$ cat src/rtl/multicycle_control_fsm.sv
// Main sequencer for the multicycle ARM-subset datapath. Walks each instruction
// through fetch/decode/execute/memory/writeback and drives the datapath controls.
module multicycle_control_fsm #(
  parameter int STATE_W = 4
) (
  input  logic               clk,
  input  logic               rst,
  input  logic [1:0]         op,
  input  logic [5:0]         funct,
  input  logic [3:0]         rd,
  input  logic               mem_ready,
  output logic               irWrite,
  output logic               nextPC,
  output logic               adrSrc,
  output logic               aluSrcA,
  output logic [1:0]         aluSrcB,
  output logic [1:0]         aluControl,
  output logic [1:0]         resultSrc,
  output logic [1:0]         immSrc,
  output logic [1:0]         regSrc,
  output logic               pcs,
  output logic               regW,
  output logic               memW,
  output logic [1:0]         flagW,
  output logic               illegal,
  output logic               instr_done,
  output logic [STATE_W-1:0] state_o
);

  typedef enum logic [STATE_W-1:0] {
    FETCH  = STATE_W'(0),
    DECODE = STATE_W'(1),
    MEMADR = STATE_W'(2),
    MEMRD  = STATE_W'(3),
    MEMWB  = STATE_W'(4),
    MEMWR  = STATE_W'(5),
    EXECR  = STATE_W'(6),
    EXECI  = STATE_W'(7),
    ALUWB  = STATE_W'(8),
    BRANCH = STATE_W'(9)
  } state_e;

  localparam logic [1:0] OP_DP  = 2'b00;
  localparam logic [1:0] OP_MEM = 2'b01;
  localparam logic [1:0] OP_BR  = 2'b10;

  localparam logic [3:0] CMD_AND = 4'b0000;
  localparam logic [3:0] CMD_SUB = 4'b0010;
  localparam logic [3:0] CMD_ADD = 4'b0100;
  localparam logic [3:0] CMD_CMP = 4'b1010;
  localparam logic [3:0] CMD_ORR = 4'b1100;

  localparam logic [1:0] ALU_ADD = 2'b00;
  localparam logic [1:0] ALU_SUB = 2'b01;
  localparam logic [1:0] ALU_AND = 2'b10;
  localparam logic [1:0] ALU_ORR = 2'b11;

  localparam logic [1:0] SRCB_RM   = 2'b00;
  localparam logic [1:0] SRCB_IMM  = 2'b01;
  localparam logic [1:0] SRCB_FOUR = 2'b10;

  localparam logic [1:0] RES_ALUOUT = 2'b00;
  localparam logic [1:0] RES_RDATA  = 2'b01;
  localparam logic [1:0] RES_ALU    = 2'b10;

  typedef struct packed {
    logic       supported;
    logic       arith;
    logic       is_cmp;
    logic [1:0] alu_op;
  } dp_decode_t;

  state_e     state_q, state_d;
  dp_decode_t dp;
  logic       imm_bit;
  logic       s_bit;
  logic [3:0] cmd;
  logic       rd_is_pc;

  // Enables before reset gating; rst forces every one of them low.
  logic       ir_write_raw;
  logic       next_pc_raw;
  logic       pcs_raw;
  logic       reg_w_raw;
  logic       mem_w_raw;
  logic [1:0] flag_w_raw;
  logic       illegal_raw;
  logic       done_raw;

  assign imm_bit  = funct[5];
  assign cmd      = funct[4:1];
  assign s_bit    = funct[0];
  assign rd_is_pc = (rd == 4'd15);

  always_comb begin : dp_cmd_decode
    dp = '0;
    case (cmd)
      CMD_ADD: dp = '{supported: 1'b1, arith: 1'b1, is_cmp: 1'b0, alu_op: ALU_ADD};
      CMD_SUB: dp = '{supported: 1'b1, arith: 1'b1, is_cmp: 1'b0, alu_op: ALU_SUB};
      CMD_AND: dp = '{supported: 1'b1, arith: 1'b0, is_cmp: 1'b0, alu_op: ALU_AND};
      CMD_ORR: dp = '{supported: 1'b1, arith: 1'b0, is_cmp: 1'b0, alu_op: ALU_ORR};
      CMD_CMP: dp = '{supported: 1'b1, arith: 1'b1, is_cmp: 1'b1, alu_op: ALU_SUB};
      default: dp = '0;
    endcase
  end

  // NOTE: state flops use non-blocking assignment so every flop samples pre-edge values.
  always_ff @(posedge clk or posedge rst) begin
    if (rst) begin
      state_q <= FETCH;
    end else begin
      state_q <= state_d;
    end
  end

  // NOTE: every signal gets a default before the case so no path leaves it unassigned (no latches).
  always_comb begin : next_state_and_outputs
    state_d      = state_q;
    ir_write_raw = 1'b0;
    next_pc_raw  = 1'b0;
    adrSrc       = 1'b0;
    aluSrcA      = 1'b0;
    aluSrcB      = SRCB_RM;
    aluControl   = ALU_ADD;
    resultSrc    = RES_ALUOUT;
    pcs_raw      = 1'b0;
    reg_w_raw    = 1'b0;
    mem_w_raw    = 1'b0;
    flag_w_raw   = 2'b00;
    illegal_raw  = 1'b0;
    done_raw     = 1'b0;

    case (state_q)
      FETCH: begin
        aluSrcA      = 1'b1;
        aluSrcB      = SRCB_FOUR;
        resultSrc    = RES_ALU;
        ir_write_raw = mem_ready;
        next_pc_raw  = mem_ready;
        if (mem_ready) state_d = DECODE;
      end

      DECODE: begin
        aluSrcA   = 1'b1;
        aluSrcB   = SRCB_FOUR;
        resultSrc = RES_ALU;
        case (op)
          OP_DP: begin
            if (dp.supported) begin
              state_d = imm_bit ? EXECI : EXECR;
            end else begin
              illegal_raw = 1'b1;
              state_d     = FETCH;
            end
          end
          OP_MEM:  state_d = MEMADR;
          OP_BR:   state_d = BRANCH;
          default: begin
            illegal_raw = 1'b1;
            state_d     = FETCH;
          end
        endcase
      end

      EXECR, EXECI: begin
        aluSrcB    = (state_q == EXECI) ? SRCB_IMM : SRCB_RM;
        aluControl = dp.alu_op;
        // Compare always updates all four flags; others follow S.
        flag_w_raw = dp.is_cmp ? 2'b11 : {s_bit, s_bit & dp.arith};
        if (dp.is_cmp) begin
          done_raw = 1'b1;
          state_d  = FETCH;
        end else begin
          state_d  = ALUWB;
        end
      end

      ALUWB: begin
        resultSrc = RES_ALUOUT;
        reg_w_raw = 1'b1;
        pcs_raw   = rd_is_pc;
        done_raw  = 1'b1;
        state_d   = FETCH;
      end

      MEMADR: begin
        aluSrcB = SRCB_IMM;
        state_d = s_bit ? MEMRD : MEMWR;
      end

      MEMRD: begin
        adrSrc = 1'b1;
        if (mem_ready) state_d = MEMWB;
      end

      MEMWB: begin
        resultSrc = RES_RDATA;
        reg_w_raw = 1'b1;
        pcs_raw   = rd_is_pc;
        done_raw  = 1'b1;
        state_d   = FETCH;
      end

      MEMWR: begin
        adrSrc    = 1'b1;
        mem_w_raw = 1'b1;
        done_raw  = mem_ready;
        if (mem_ready) state_d = FETCH;
      end

      BRANCH: begin
        aluSrcB   = SRCB_IMM;
        resultSrc = RES_ALU;
        pcs_raw   = 1'b1;
        done_raw  = 1'b1;
        state_d   = FETCH;
      end

      default: state_d = FETCH;
    endcase
  end

  assign immSrc     = op;
  assign regSrc     = {(op == OP_MEM) & ~funct[0], (op == OP_BR)};

  assign irWrite    = ir_write_raw & ~rst;
  assign nextPC     = next_pc_raw  & ~rst;
  assign pcs        = pcs_raw      & ~rst;
  assign regW       = reg_w_raw    & ~rst;
  assign memW       = mem_w_raw    & ~rst;
  assign flagW      = flag_w_raw   & {2{~rst}};
  assign illegal    = illegal_raw  & ~rst;
  assign instr_done = done_raw     & ~rst;

  assign state_o    = state_q;

endmodule

$ cat config.mk
export PLATFORM = sky130hd
export DESIGN_NAME = multicycle_control_fsm
export DESIGN_NICKNAME = d
export VERILOG_FILES = /design/src/rtl/multicycle_control_fsm.sv
export SDC_FILE = /design/constraint.sdc
export NUM_CORES = 1
export LEC_CHECK = 0
export BUFFER_PORTS_ARGS = -buffer_cell sky130_fd_sc_hd__buf_2
export CORE_MARGIN = 10
export CORE_UTILIZATION = 40
export DETAILED_ROUTE_END_ITERATION = 10
export PLACE_DENSITY = 0.75
export SLEW_MARGIN = 5
export SYNTH_ARGS = -nofsm -noshare
export SYNTH_HDL_FRONTEND = slang
export SYNTH_SLANG_ARGS = --single-unit
$ cat constraint.sdc
create_clock -name clk -period 2.5 [get_ports clk]
set_clock_uncertainty 0.2 [all_clocks]
set_input_delay 0.125 -clock clk [delete_from_list [all_inputs] [get_ports clk]]
set_output_delay 0.125 -clock clk [all_outputs]
set_load 0.005 [all_outputs]
==> summary by stage, run 1 <==
Global routing
The global-route wire length before repair is 3160 um. In this run the most used layer during global routing was met2. The pin count of the biggest net entering global routing is 17.

In the global route stage, met2 resource usage came out at 0.197. In the global route stage, overall resource usage came out at 0.107. The number of global-route vias before repair was 727. The global routing usage on met1 is 0.104. The met3 track demand over resource is 0.0438. For this run the aggregate overflow at the end of global routing stands at 0. The number of antenna violations at the first check in global routing came to 0.

Timing
The post-route setup TNS is 0 ns. The headroom to the max-slew limit is 0.709. Hold is met by 0.118 ns. Setup repair after global routing left no endpoint under its margin. The final hold violation count is 0. The minimum clock period after layout is 2.07 ns. Static timing analysis puts the maximum clock frequency at 0.484 GHz.

At the pin with the least slew margin, the transition time is 0.436 ns. The total of endpoints with negative setup slack in the final report is 0. In the finished design, the share of the clock period the worst path needs comes to 0.827. The final count of pins violating max slew is 0.

Clocking
The total clock buffers created by CTS is 3. The CTS tree is done. For this design, the sink count on the clock tree is 4. The clock input transition at the sequential cells of the worst setup and hold paths is 0.03 ns. The number of post-CTS setup repair buffers is 0. The clock latency on the worst-skew pair is 0.23 ns. The count of instances resized after the clock tree is built is 0. The clock passes through at most 2 buffers. CTS built an H-tree with a depth of 1. The tree is rooted in a sky130_fd_sc_hd__clkbuf_4.

Synthesis
The area fraction of the dominant cell type after synthesis is 0.153. The commonest cells after synthesis are sky130_fd_sc_hd__inv_1 (6), sky130_fd_sc_hd__nor3_1 (6). Synthesis inferred 4 register bits.

The mean area per synthesized cell is 7.59 um2. Summed over all instances, the cell type with the most area after synthesis is sky130_fd_sc_hd__dfrtp_1. The netlist area before placement is 653 um2. The count of synthesis-stage warnings from yosys is 0.

The number of enable-type register cells in the synthesized netlist is 0. For this run, the register share of the synthesized area comes to 0.153. The net count after synthesis is 104. The number of library cell types mapped by synthesis is 41.

In the synthesized netlist the dominant register cell turns out to be sky130_fd_sc_hd__dfrtp_1. The share of flip-flops with an asynchronous set or reset after synthesis is 1.00. Sorting the synthesized cells by area gives the leading types as sky130_fd_sc_hd__dfrtp_1 (15%), sky130_fd_sc_hd__buf_4 (5.7%), sky130_fd_sc_hd__ha_1 (5.7%). The post-synthesis instance total is 86.

Setup path
The required time at the worst-slack endpoint is 2.17 ns. The critical path goes through inv_4, or3_4, or2_4, nor3_2, buf_2. The worst flop-to-flop path startpoint is state_o[0]. For this run, the slowest stage of the critical path takes 0.53 ns. The critical path contains buffers and inverters numbering 2 combined. The worst setup path startpoint is state_o[2]. The critical setup path kind is reg -> out. The family of cells with the greatest summed delay on the critical path is simple AND/OR/NAND/NOR gates.

The slowest library cell on the worst path is sky130_fd_sc_hd__dfrtp_1. The biggest fanout along the worst timing path is 10. The data arrival time of the critical path is 1.74 ns. The element type at the critical path start is a register. The endpoint type of the worst setup path is an output port.

Detailed routing
In the routed design, unresolved DRC markers number 0. The detail-routed net length per standard cell is 15.3 um. The initial DRC count is 9. For this block, the routed nets add up to 2080 um of wire. The per-cell via count in the routed design is 5.50. The residual antenna-violating net count after detailed routing is 0. The first-pass detailed-route iteration total is 4. Detailed routing inserted a total of 748 vias.

Die
The die covers 3650 um2. Measured along the y axis, the die boundary spans 60.4 um. The placement row count is 14. The die is 60.4 um wide. The core area is 1520 um2. For this configuration, the core starts out at a cell density of 0.429. For this design the top-level I/O count stands at 40.

Run status
The flow ran to the end, and the final reports show no timing, DRC or antenna violations.

Flow run
Across the run, the number of max-cap violations was 0.

Power
The analysis attributes to cell leakage a power of 0.441 nW. Power spread over the standard cell area amounts to 873 nW/um2. Across the VDD grid, the largest voltage drop is 590 uV.

Finish
In the final layout, the share of cells above drive strength 1 is 0.425. The register with the most flip-flops in the layout has 4 of them. Compared with the post-synthesis result, the final layout area differs by 29.1%. The repair_antennas step left the layout with diodes totalling 0.

The final-stage net count is 140. The filler cell count is 158. The final standard cell area without fillers is 843 um2.

Placed design
Detailed placement ended at an HPWL of 1740 um. Once placement finished, the instance area stood at 811 um2. The congestion estimate from routability-driven global placement came to 0.866. The count of buffers added on input and output ports is 39.

Worst hold path
The tightest min-delay check is of the in -> reg type. In this run the most critical hold path is launched from funct[5].
==> repair_timing <==
action	in CTS	in global routing
endpoints found under the setup margin	0	0
hold buffers	1	0
hold endpoints to repair	4	0
==> metrics by stage <==
step / setup WS (ns) / std cells / util / total power (W)
floorplan: 0.869 / 86 / - / 0.000512
global placement: 0.721 / 132 / 0.532 / 0.000659
detailed placement: 0.670 / 132 / 0.532 / 0.000666
CTS: 0.415 / 136 / 0.553 / 0.000749
global route: 0.344 / 136 / 0.553 / 0.000817
finish: 0.432 / 136 / 0.553 / 0.000737
==> area by class of cell <==
cell class | instances | area, um2 | area share
multi-input combinational | 64 | 455 | 0.540
timing repair buffer | 41 | 213 | 0.252
sequential | 4 | 100 | 0.119
inverter | 8 | 32.5 | 0.0386
clock buffer | 3 | 22.5 | 0.0267
tap | 16 | 20.0 | 0.0237
==> layer usage <==
layer	part of all wire	vias up
met4	0.0072	0
met5	0	-
met3	0.090	2
met1	0.38	348
li1	-	378
met2	0.53	20
==> worst reg2reg max path: cells and delay by family, from the launching register on <==
family,cells,cell delay [ns]
and+or+nand+nor,1,0.32
DFF,1,0.53
AOI/OAI and AO/OA,3,0.56
==> final timing paths <==
check,endpoint,slack (ns),cells after the start
min in group asynchronous,state_o[2],0.22,3
hold reg to reg,state_o[0],0.54,1
max in group asynchronous,state_o[0],1.73,3
hold / removal,state_o[0],0.12,4
setup / recovery,flagW[0],0.43,5
setup reg to reg,state_o[0],0.78,4
==> layout by cell type, fill, tap and decap left out, drive strengths merged, types with 2 or more instances in the layout <==
cell / count
and4bb: 2
ha: 3
a21oi: 4
nand2b: 5
nor4: 2
nand2: 5
inv: 8
clkbuf: 3
o32ai: 2
mux2i: 2
buf: 40
nor3: 8
nor2b: 2
dfrtp: 4
o21ai: 5
a211oi: 2
nor2: 3
==> where the power goes <==
part	leakage (nW)	switching, W	internal (W)
Combinational	0.374	0.000268	0.000232
Sequential	0.0530	0.0000689	0.0000915
Clock	0.0138	0.0000223	0.0000534
Total	0.441	0.000359	0.000377
==> cells by family after synthesis <==
kind of cell,share of synthesized area
AND/OR/NAND/NOR,0.341
XOR/XNOR,0.0268
buffers and inverters,0.149
AO/OA/AOI/OAI,0.241
multiplexers,0.0307
flip-flops,0.153
adder cells (fa/ha/maj),0.0575
Power figures use the tool's default switching activity.
==> inputs of run 2 (changes only) <==
Settings changed: CORE_UTILIZATION 40 to 38.
Clock period 2.5 ns to 1.9 ns, I/O delays scaled along.
==> run 2 against run 1 <==
Net effect: critical path depth stayed put; total power is 61% higher; cell count is 7.4% higher; critical endpoint is now aluControl[1]; largest cell class unchanged; highest routed layer unchanged.
==> summary by stage, run 2 (synthesis results as in run 1) <==
Finish
The final-stage net count came to 150 (was 140). The post-layout instance count excluding filler cells was 146 (was 136). The final standard cell area without fillers came to 945 um2 (was 843 um2). The share of the core filled with cells in the final layout is 0.606 (was 0.553). Commonest non-fill, non-tap cells in the layout: sky130_fd_sc_hd__buf_2 (39), sky130_fd_sc_hd__buf_4 (11), sky130_fd_sc_hd__inv_1 (6) (was sky130_fd_sc_hd__buf_2 (39), sky130_fd_sc_hd__nor3_1 (6), sky130_fd_sc_hd__inv_1 (6)). The filler cell count came to 145 (was 158). The share of post-route cells with drive strength above 1 came to 0.515 (was 0.425). The area taken by flip-flops and latches was 103 um2 (was 100 um2). The area added between synthesis and finish is 44.6% (was 29.1%). The number of flip-flops under the largest register name is 4 (unchanged).

The area taken by multi-input logic gates is 479 um2 (was 455 um2). The commonest non-fill, non-tap cell in the layout is sky130_fd_sc_hd__buf_2 (unchanged). The number of antenna diodes is 0 (unchanged).

Clocking
The total clock buffers created by CTS is 3 (unchanged). The maximum level of the CTS H-tree is 1 (unchanged). The largest buffer count on any clock path is 2 (unchanged). The total number of clock tree sinks is 4 (unchanged). The clock latency on the worst-skew pair is 0.25 ns (was 0.23 ns). The clock input transition at the sequential cells of the worst setup and hold paths came to 0.04 ns (was 0.03 ns). The CTS tree was done (unchanged). The clock root buffer is sky130_fd_sc_hd__clkbuf_4 (unchanged).

Setup path
The terminus of the critical flop-to-flop path is state_o[0] (unchanged). The critical setup path kind is reg -> out (unchanged). The endpoint type of the worst setup path is an output port (unchanged).

The element type at the critical path start is a register (unchanged). The biggest fanout along the worst timing path was 4 (was 10). The data arrival time of the critical path is 1.55 ns (was 1.74 ns). The worst flop-to-flop path startpoint is state_o[2] (was state_o[0]). The worst setup path startpoint is state_o[2] (unchanged). The number of cells on the worst reg-to-reg path is 5 (was 4). The reg-to-reg setup timing slack is 0.22 ns (was 0.78 ns). The required time at the worst-slack endpoint is 1.60 ns (was 2.17 ns).

Detailed routing
The total detailed-routing wirelength was 2190 um (was 2080 um). The number of DRC violations after detailed routing is 0 (unchanged). The first-pass detailed-route iteration total came to 4 (unchanged). The initial DRC count came to 16 (was 9). The vias after detailed routing was 812 (was 748). The residual antenna-violating net count after detailed routing is 0 (unchanged). The per-cell via count in the routed design is 5.56 (was 5.50).

The detail-routed net length per standard cell is 15.0 um (was 15.3 um).

Timing
Static timing analysis puts the maximum clock frequency at 0.542 GHz. RSZ-0062 raised after global routing: yes (was no). The final count of pins violating max slew is 0 (unchanged).

The total of endpoints with negative setup slack in the final report came to 0 (unchanged). The pin slew with the least headroom to its limit is 0.316 ns (was 0.436 ns). Of the available clock period, the critical path in the final layout requires 0.972. The final hold violation count is 0 (unchanged). The headroom to the max-slew limit is 0.789 (was 0.709). The minimum clock period after layout is 1.85 ns.

Global routing
The total overflow reported by the global router came to 0 (unchanged). The number of antenna violations at the first check in global routing is 0 (unchanged). The pin count of the biggest net entering global routing is 13 (was 17). The number of global-route vias before repair is 761 (was 727).

The global-route wire length before repair is 3370 um (was 3160 um). The total global routing track utilization is 0.115 (was 0.107).

Worst hold path
The beginning of the worst hold path is funct[5] (unchanged). The worst min-delay path endpoint was state_o[0] (unchanged). The worst hold path depth was 4 (unchanged). The class of the tightest hold or removal check is in -> reg (unchanged).

Run status
Run status: finished clean (unchanged).

Power
The cell area power density is 1260 nW/um2 (was 873 nW/um2). The total power of the final layout was 0.00119 W (was 0.000737 W). The maximum VDD drop is 852 uV (was 590 uV). The cell leakage power was 0.497 nW (was 0.441 nW).

Flow run
The reported max-cap violation count is 0 (unchanged).

Die
The horizontal extent of the die is 61.5 um (was 60.4 um). The die outline area is 3780 um2 (was 3650 um2). The count of pins on the block boundary was 40 (unchanged). The die outline height is 61.5 um (was 60.4 um). The core area is 1560 um2 (was 1520 um2).

The placement row count is 14 (unchanged). The starting utilization of the core area is 0.419 (was 0.429).

Placed design
The area after detailed placement is 848 um2 (was 811 um2). The detailed placer's ending HPWL is 1760 um (was 1740 um). The number of input and output port buffers inserted is 39 (unchanged). The post-placement cell count is 137 (was 132).

The last weighted congestion value of the routability-driven placer is 0.926 (was 0.866).
run 2: critical path, cell delays in order, from the launching register on:
cell	delay [ns]
sky130_fd_sc_hd__dfrtp_2	0.41
sky130_fd_sc_hd__inv_4	0.05
sky130_fd_sc_hd__or3_4	0.36
sky130_fd_sc_hd__or2_4	0.25
sky130_fd_sc_hd__nor3_2	0.10
sky130_fd_sc_hd__buf_2	0.14
run 2: layout make-up:
class,instances,area share
Timing Repair Buffer,51,0.305
Sequential cell,4,0.109
Clock buffer,3,0.0238
Tap cell,16,0.0212
Inverter,8,0.0344
Multi-Input combinational cell,64,0.507
run 2: worst max-delay path by stage:
stage                          endpoint  slack, ns  cells past startpoint
after global placement         flagW[0]       0.22                      5
after detailed placement  aluControl[1]       0.17                      5
final                     aluControl[1]       0.05                      5
after floorplan           aluControl[1]       0.30                      5
after CTS                       illegal     -0.002                      5
after global routing      aluControl[1]      -0.03                      5
run 2: routing by layer:
layer	track usage	vias up	wire, um
met5	0	-	0
met4	0.0382	0	21
met3	0.0576	3	252
met2	0.197	42	1010
met1	0.121	369	908
li1	-	398	-
run 2: per-stage QoR:
stage	TNS, ns	setup slack (ns)	hold slack (ns)
4_1_cts	-0.00207	-0.00207	0.0831
5_1_grt	-0.0340	-0.0324	0.116
2_1_floorplan	0	0.299	-0.135
6_report	0	0.0538	0.0834
3_5_place_dp	0	0.167	-0.117
3_3_place_gp	0	0.216	-0.129
run 2: timing repair:
action / in CTS / in global routing
endpoints found under the setup margin: 5 / 7
gates resized for setup: 3 / 5
setup buffers: 2 / 3
hold buffers: 1 / 0
pin swaps: 1 / 2
hold endpoints to repair: 4 / 0
run 2: where the power goes:
part / switching (W) / leakage, nW / internal [W] / total (W)
clock: 0.0000414 / 0.0138 / 0.0000711 / 0.000112
sequential: 0.0000494 / 0.0498 / 0.000124 / 0.000174
combinational: 0.000457 / 0.434 / 0.000444 / 0.000901
total: 0.000547 / 0.497 / 0.000639 / 0.00119
